### config.mk
export PLATFORM = sky130hd
export DESIGN_NAME = mem_master
export DESIGN_NICKNAME = d
export VERILOG_FILES = /design/src/rtl/mem_master_pkg.sv /design/src/rtl/mem_master.sv
export SDC_FILE = /design/constraint.sdc
export NUM_CORES = 1
export LEC_CHECK = 0
export ABC_CLOCK_PERIOD_IN_PS = 3000
export CELL_PAD_IN_SITES_DETAIL_PLACEMENT = 0
export CELL_PAD_IN_SITES_GLOBAL_PLACEMENT = 1
export CORE_MARGIN = 2
export CORE_UTILIZATION = 31
export DETAILED_ROUTE_END_ITERATION = 8
export PLACE_DENSITY_LB_ADDON = 0.1
export SLEW_MARGIN = 30
export SYNTH_ARGS = -nofsm -noshare
export SYNTH_HDL_FRONTEND = slang
export SYNTH_SLANG_ARGS = --single-unit
### constraint.sdc
create_clock -name clk -period 3 [get_ports clk]
set_input_delay 0.6 -clock clk [delete_from_list [all_inputs] [get_ports clk]]
set_output_delay 0.6 -clock clk [all_outputs]
set_load 0.01 [all_outputs]
### src/rtl/mem_master_pkg.sv
// Shared types and constants for the memory-port bus initiator.
package mem_master_pkg;

    localparam int unsigned ADDR_W = 32;
    localparam int unsigned DATA_W = 32;
    localparam int unsigned SEL_W  = 4;
    localparam int unsigned WAIT_W = 8;

    localparam logic CHIP_ENABLE   = 1'b1;
    localparam logic CHIP_DISABLE  = 1'b0;
    localparam logic WRITE_ENABLE  = 1'b1;
    localparam logic WRITE_DISABLE = 1'b0;

    localparam logic [DATA_W-1:0] ZERO_WORD = '0;
    localparam logic [SEL_W-1:0]  SEL_ALL   = '1;

    typedef enum logic [2:0] {
        MEM_IDLE  = 3'd0,
        MEM_IF_RD = 3'd1,
        MEM_DM_RD = 3'd2,
        MEM_DM_WR = 3'd3,
        MEM_RESP  = 3'd4
    } mem_state_e;

    // Request payload presented to the memory port
    typedef struct packed {
        logic              we;
        logic [ADDR_W-1:0] addr;
        logic [SEL_W-1:0]  sel;
        logic [DATA_W-1:0] wdata;
    } mem_req_t;

    // True for the states that wait on read data
    function automatic logic is_read_state(input mem_state_e st);
        return (st == MEM_IF_RD) || (st == MEM_DM_RD);
    endfunction

endpackage

### src/rtl/mem_master.sv
// Serialises instruction fetches and loads/stores onto one memory port.
module mem_master
    import mem_master_pkg::*;
#(
    parameter int unsigned TIMEOUT = 15
)
(
    input  logic        clk,
    input  logic        rst,
    input  logic        if_req,
    input  logic [31:0] if_addr,
    output logic [31:0] if_inst,
    output logic        if_done,
    input  logic        dm_req,
    input  logic        dm_we,
    input  logic [31:0] dm_addr,
    input  logic [3:0]  dm_sel,
    input  logic [31:0] dm_wdata,
    output logic [31:0] dm_rdata,
    output logic        dm_done,
    output logic        stallreq,
    output logic        bus_err,
    output logic        mem_ce,
    output logic        mem_we,
    output logic [31:0] mem_addr,
    output logic [3:0]  mem_sel,
    output logic [31:0] mem_wdata,
    input  logic [31:0] mem_rdata,
    input  logic        data_ready
);

    mem_state_e          state;
    logic [WAIT_W-1:0]   wait_cnt;
    logic                served_dm;
    logic [DATA_W-1:0]   result;
    mem_req_t            req_c;

    // Data side wins arbitration; a fetch always reads all four lanes
    always_comb begin
        req_c = '{we: WRITE_DISABLE, addr: if_addr, sel: SEL_ALL, wdata: mem_wdata};
        if (dm_req) begin
            req_c = '{we: dm_we, addr: dm_addr, sel: dm_sel, wdata: dm_wdata};
        end
    end

    // Access sequencer: latches a request, runs the port handshake, pulses done
    always_ff @(posedge clk or negedge rst) begin
        if (!rst) begin
            state     <= MEM_IDLE;
            wait_cnt  <= '0;
            served_dm <= 1'b0;
            result    <= ZERO_WORD;
            if_done   <= 1'b0;
            dm_done   <= 1'b0;
            bus_err   <= 1'b0;
            mem_ce    <= CHIP_DISABLE;
            mem_we    <= WRITE_DISABLE;
            mem_addr  <= '0;
            mem_sel   <= '0;
            mem_wdata <= ZERO_WORD;
        end else begin
            if_done <= 1'b0;
            dm_done <= 1'b0;
            case (state)
                MEM_IDLE: begin
                    wait_cnt <= '0;
                    if (dm_req || if_req) begin
                        served_dm <= dm_req;
                        mem_ce    <= CHIP_ENABLE;
                        mem_we    <= req_c.we;
                        mem_addr  <= req_c.addr;
                        mem_sel   <= req_c.sel;
                        mem_wdata <= req_c.wdata;
                        if (!dm_req)
                            state <= MEM_IF_RD;
                        else if (dm_we)
                            state <= MEM_DM_WR;
                        else
                            state <= MEM_DM_RD;
                    end
                end
                MEM_IF_RD, MEM_DM_RD: begin
                    if (data_ready) begin
                        result  <= mem_rdata;
                        state   <= MEM_RESP;
                        mem_ce  <= CHIP_DISABLE;
                        mem_we  <= WRITE_DISABLE;
                        if_done <= ~served_dm;
                        dm_done <= served_dm;
                    end else if (wait_cnt == WAIT_W'(TIMEOUT)) begin
                        result  <= ZERO_WORD;
                        bus_err <= 1'b1;
                        state   <= MEM_RESP;
                        mem_ce  <= CHIP_DISABLE;
                        mem_we  <= WRITE_DISABLE;
                        if_done <= ~served_dm;
                        dm_done <= served_dm;
                    end else begin
                        wait_cnt <= wait_cnt + WAIT_W'(1);
                    end
                end
                MEM_DM_WR: begin
                    state   <= MEM_RESP;
                    mem_ce  <= CHIP_DISABLE;
                    mem_we  <= WRITE_DISABLE;
                    if_done <= 1'b0;
                    dm_done <= 1'b1;
                end
                MEM_RESP: begin
                    state <= MEM_IDLE;
                end
                default: begin
                    state <= MEM_IDLE;
                end
            endcase
        end
    end

    // One result register feeds both return paths
    assign if_inst  = result;
    assign dm_rdata = result;

    // Stall while busy, or in idle as soon as any side is asking
    assign stallreq = (state == MEM_IDLE) ? (if_req | dm_req)
                                          : (state != MEM_RESP);

endmodule
### Word level (Yosys, flattened, before mapping)

Index checks and enable logic that the tools add are counted.

| storage, ports and cells | value |
|---|---|
| register bits | 117 |
| output and inout port bits | 138 |

| cells by class | value |
|---|---|
| bitwise gates (word level) | 3 |
| mux-type cells | 25 |
| add/subtract/negate cells | 1 |
| equality and inequality tests | 9 |
| reductions and logical operators | 13 |

Operators with widths:

| cell | count |
|---|---|
| 69-bit 2-to-1 mux | 1 |
| 32-bit 2-to-1 mux | 2 |
| 8-bit 2-to-1 mux | 2 |
| 8-bit one-hot mux with 2 select lines | 1 |
| 3-bit AND reduction | 4 |
| 1-bit 2-to-1 mux | 11 |
| 3-bit 2-to-1 mux | 3 |
| 3-bit one-hot mux with 3 select lines | 1 |
| 8-bit by 1-bit adder with 8-bit output (second input constant) | 1 |
| 8-bit by 4-bit == test with 1-bit output (second input constant) | 1 |
| 3-bit by 2-bit == test with 1-bit output (second input constant) | 2 |
| 2-bit inequality test (second input constant) | 3 |
| 3-bit inequality test (second input constant) | 2 |
| 1-bit one-hot mux with 3 select lines | 2 |
| 2-bit AND reduction | 3 |
| 2-bit nonzero test | 2 |
| 3-bit by 1-bit == test with 1-bit output (second input constant) | 1 |
| 3-bit zero test | 1 |
| 3-bit nonzero test | 1 |
| 2-bit 2-to-1 mux | 1 |
| 1-bit inverter | 2 |
| 1-bit one-hot mux with 2 select lines | 1 |
| 2-bit OR reduction | 1 |
| 1-bit logical OR | 1 |
| 1-bit bitwise OR | 1 |

### Logic depth before layout (Yosys ltp)

| logic depth | value |
|---|---|
| depth after elaboration | 4 |
| mapped depth | 7 |
| mapped depth without buffers | 5 |

### Least setup slack after synthesis

Ideal clock, no wire load.

| timing | value |
|---|---|
| path type | input to output |
| from | in dm_req |
| to | out stallreq |
| stages | 3 |
| required time | 2.400 ns |
| data arrival time | 1.274 ns |
| setup slack | 1.126 ns |
| cell sequence | clkbuf_1 nor2_1 o21ai_0 |

| between the ends | value |
|---|---|
| word-level cells in the longest chain between the ends | 2 |

RTL lines:

| element | line | text |
|---|---|---|
| start: declaration | mem_master.sv:14 | `input logic dm_req,` |
| 1-bit bitwise OR | mem_master.sv:124 | `assign stallreq = (state == MEM_IDLE) ? (if_req \| dm_req)` |
| 1-bit 2-to-1 mux | mem_master.sv:124 |  |
| end: declaration | mem_master.sv:21 | `output logic stallreq,` |

No other way between the ends.

### Final worst setup path

| timing | value |
|---|---|
| from | in if_req |
| to | out stallreq |

| between the ends | value |
|---|---|
| word-level cells in the longest chain between the ends | 2 |

RTL lines:

| element | line | text |
|---|---|---|
| start: declaration | mem_master.sv:10 | `input logic if_req,` |
| 1-bit bitwise OR | mem_master.sv:124 |  |
| 1-bit 2-to-1 mux | mem_master.sv:124 |  |

No other way between the ends.

==> impl_metrics.ini <==
[sta]
drv_slew = 0
holdWs_ns = 0.1875
clock.fmax_mhz = 388.0
min_period_ns = 2.577
final-setup-viol-count = 0
tightest_slew_ns = 0.5688
finalWorstSetupSlack_ns = 0.4230
finClkSkew_ns = 0.007957
rsz0062_at_grt = false
hold_viol = 0
relSlewSlack_pct = 62.08
fin_tns_setup_ns = 0
min_period_over_period_pct = 85.90

[routing]
vias_per_cell = 4.533
drt.antenna.violating_nets = 0
wl_per_cell_um = 15.32
drtIter0Drc = 184
wirelength_um = 14430
dr.pass1.iters = 4
drc_errors = 0
dr_total_vias = 4270

[synthesis]
synth_edf_count = 0
netlist_area_um2 = 5027
synth_cell_types = 43
synth_flop_cell = dfrtp_1
syn-num-nets = 610
synth_cells = 471
ys_warn_count = 0
avgSynthCellArea_um2 = 10.67
synthArstFlopShare_pct = 100.0
ys_ff_latch = 117
yosysSeqAreaShare_pct = 58.24

[clocking]
cts_hold_buf = 0
path_clk_slew_ns = 0.05
postCtsSetupRepairBufs = 0
ctsResizeCount = 0
htreeDepth = 4
cts_buffers = 17
cts_tree = yes
cts_buffer_depth = 2
root_buffer = clkbuf_16
clk_latency_ns = 0.41
cts_sinks = 117

[worst_setup_path]
r2r_slack_ns = 0.98
critPathKind = input pin to output port
cp_data_arrival_time_ns = 1.98
r2r_end = dm_rdata[24]$_DFFE_PN0P_
start_kind = input pin
worst-path-max-fanout = 4
required_ns = 2.40
critPathCaptureType = output port
r2r_start = wait_cnt[5]$_DFFE_PN0P_
ff2ff_path_depth = 4

[floorplanning]
fp.dieW_um = 131.3
io_pins = 276
dieArea_um2 = 17250
die_y_um = 131.3
row_count = 46
core-area_um2 = 15890
initial_core_util_pct = 31.65

[global_routing]
grt_use_met2_pct = 28.04
top_usage_layer = met2
grt_pass1_vias = 4361
overflow = 0
grt_use_met3_pct = 8.256
track_usage_pct = 17.15
antenna_found_initial = 0
grt_pass1_wl_um = 23350
grtUsageMet1_pct = 19.70
grt_max_degree = 71

[final_layout]
filler_cell_count = 1444
diodes = 0
final_design_area_no_fill_um2 = 8398
nNetsFinal = 852
areaGrowthSynthToFinish_pct = 67.05
final_util_pct = 52.87
drive_gt1_share_pct = 6.336
final_cells = 942

[job]
drv_cap = 0

[placed_design]
dp_slack_ns = 0.4273
dp_hpwl_um = 10490
port_buffers = 275
dpl-instance-area_um2 = 7747
gp_congestion = 0.7838
numPlacedInstances = 910

[pwr]
p_leak_nw = 3.703
power.total_mw = 9.009
peakVddDrop_v = 0.0004386
powerDensity_nw_per_um2 = 1073

[run_status]
status = finished, final reports clean

[hold_path]
hold_class = input pin to async pin
==> per-layer routing <==
metal	wire [um]	share of wire (%)
met1	5704	40
met2	7036	49
met3	1441	10
met4	246	1.7
met5	0	0
==> worst max path at each step <==
stage	from	end	slack (ns)
after floorplan	dm_req	stallreq	1.13
after global placement	if_req	stallreq	0.43
after detailed placement	if_req	stallreq	0.43
after CTS	if_req	stallreq	0.43
after global routing	if_req	stallreq	0.36
final	if_req	stallreq	0.42
==> cells in the mapped netlist, types with 2 or more instances <==
library cell	instances	area [um^2]
clkbuf_1	11	41.29
buf_2	13	65.06
mux2i_1	32	320.3
buf_6	3	33.78
nand3_1	4	20.02
inv_1	2	7.510
nand2_1	102	382.9
a22o_1	34	297.8
nor4_1	2	12.51
a21oi_1	35	175.2
a221o_1	2	20.02
and3_1	2	12.51
a31oi_1	2	12.51
and2_1	2	12.51
and4_1	2	17.52
nor3_1	3	15.01
buf_4	32	240.2
nor2_1	37	138.9
o22a_1	4	35.03
o21ai_0	5	25.02
a21o_1	2	15.01
dfrtp_1	117	2928
o211ai_1	2	15.01
nor2_2	2	12.51
==> flip-flops by register name, summed over array words and instances (netlist names) <==
signal,flops
bus_err,1
dm_done,1
dm_rdata,32
if_done,1
mem_addr,32
mem_ce,1
mem_sel,4
mem_wdata,32
mem_we,1
served_dm,1
state,3
wait_cnt,8
==> worst max-delay path, stage by stage <==
cell and delay, ns:
clkdlybuf4s50_1 0.40, nor2_1 0.30, o21ai_0 0.15, clkdlybuf4s50_1 0.52
==> cell usage in the layout, fill, tap and decap left out, types with 3 or more instances in the layout <==
cell / n
clkdlybuf4s50_1: 273
dfrtp_1: 117
nand2_1: 102
nor2_1: 36
a21oi_1: 35
a22o_1: 34
mux2i_1: 32
clkbuf_16: 17
buf_4: 6
o21ai_0: 5
bufinv_16: 5
nand3_1: 4
o22a_1: 4
nor3_1: 3
and2_1: 3
clkbuf_8: 3
clkbuf_1: 3
clkinv_2: 3
==> area by class of cell <==
type | instances | area, um^2 | share of cell area [%]
tap | 216 | 270.3 | 3.218
inverter | 2 | 7.507 | 0.08939
timing repair buffer | 282 | 2823 | 33.61
clock buffer | 23 | 478.0 | 5.691
multi-input combinational | 293 | 1719 | 20.47
clock inverter | 9 | 172.7 | 2.056
sequential | 117 | 2928 | 34.86
==> where the power goes <==
part           internal, mW  switching, mW
Sequential             2.31          0.466
Combinational          2.22           1.80
Clock                  1.54          0.684
Total                  6.06           2.95
==> cells by family (layout without fill, tap and decap cells) <==
kind of cell	after synthesis	in the layout	share of synthesized area, %
adders and majority gates	1	1	0.2488
muxes	33	33	6.595
xor gates and xnor gates	1	1	0.1742
DFF	117	117	58.24
AOI/OAI and AO/OA	94	94	13.39
and+or+nand+nor	164	164	13.64
buffers and inverters	61	316	7.715
Power figures use the tool's default switching activity.
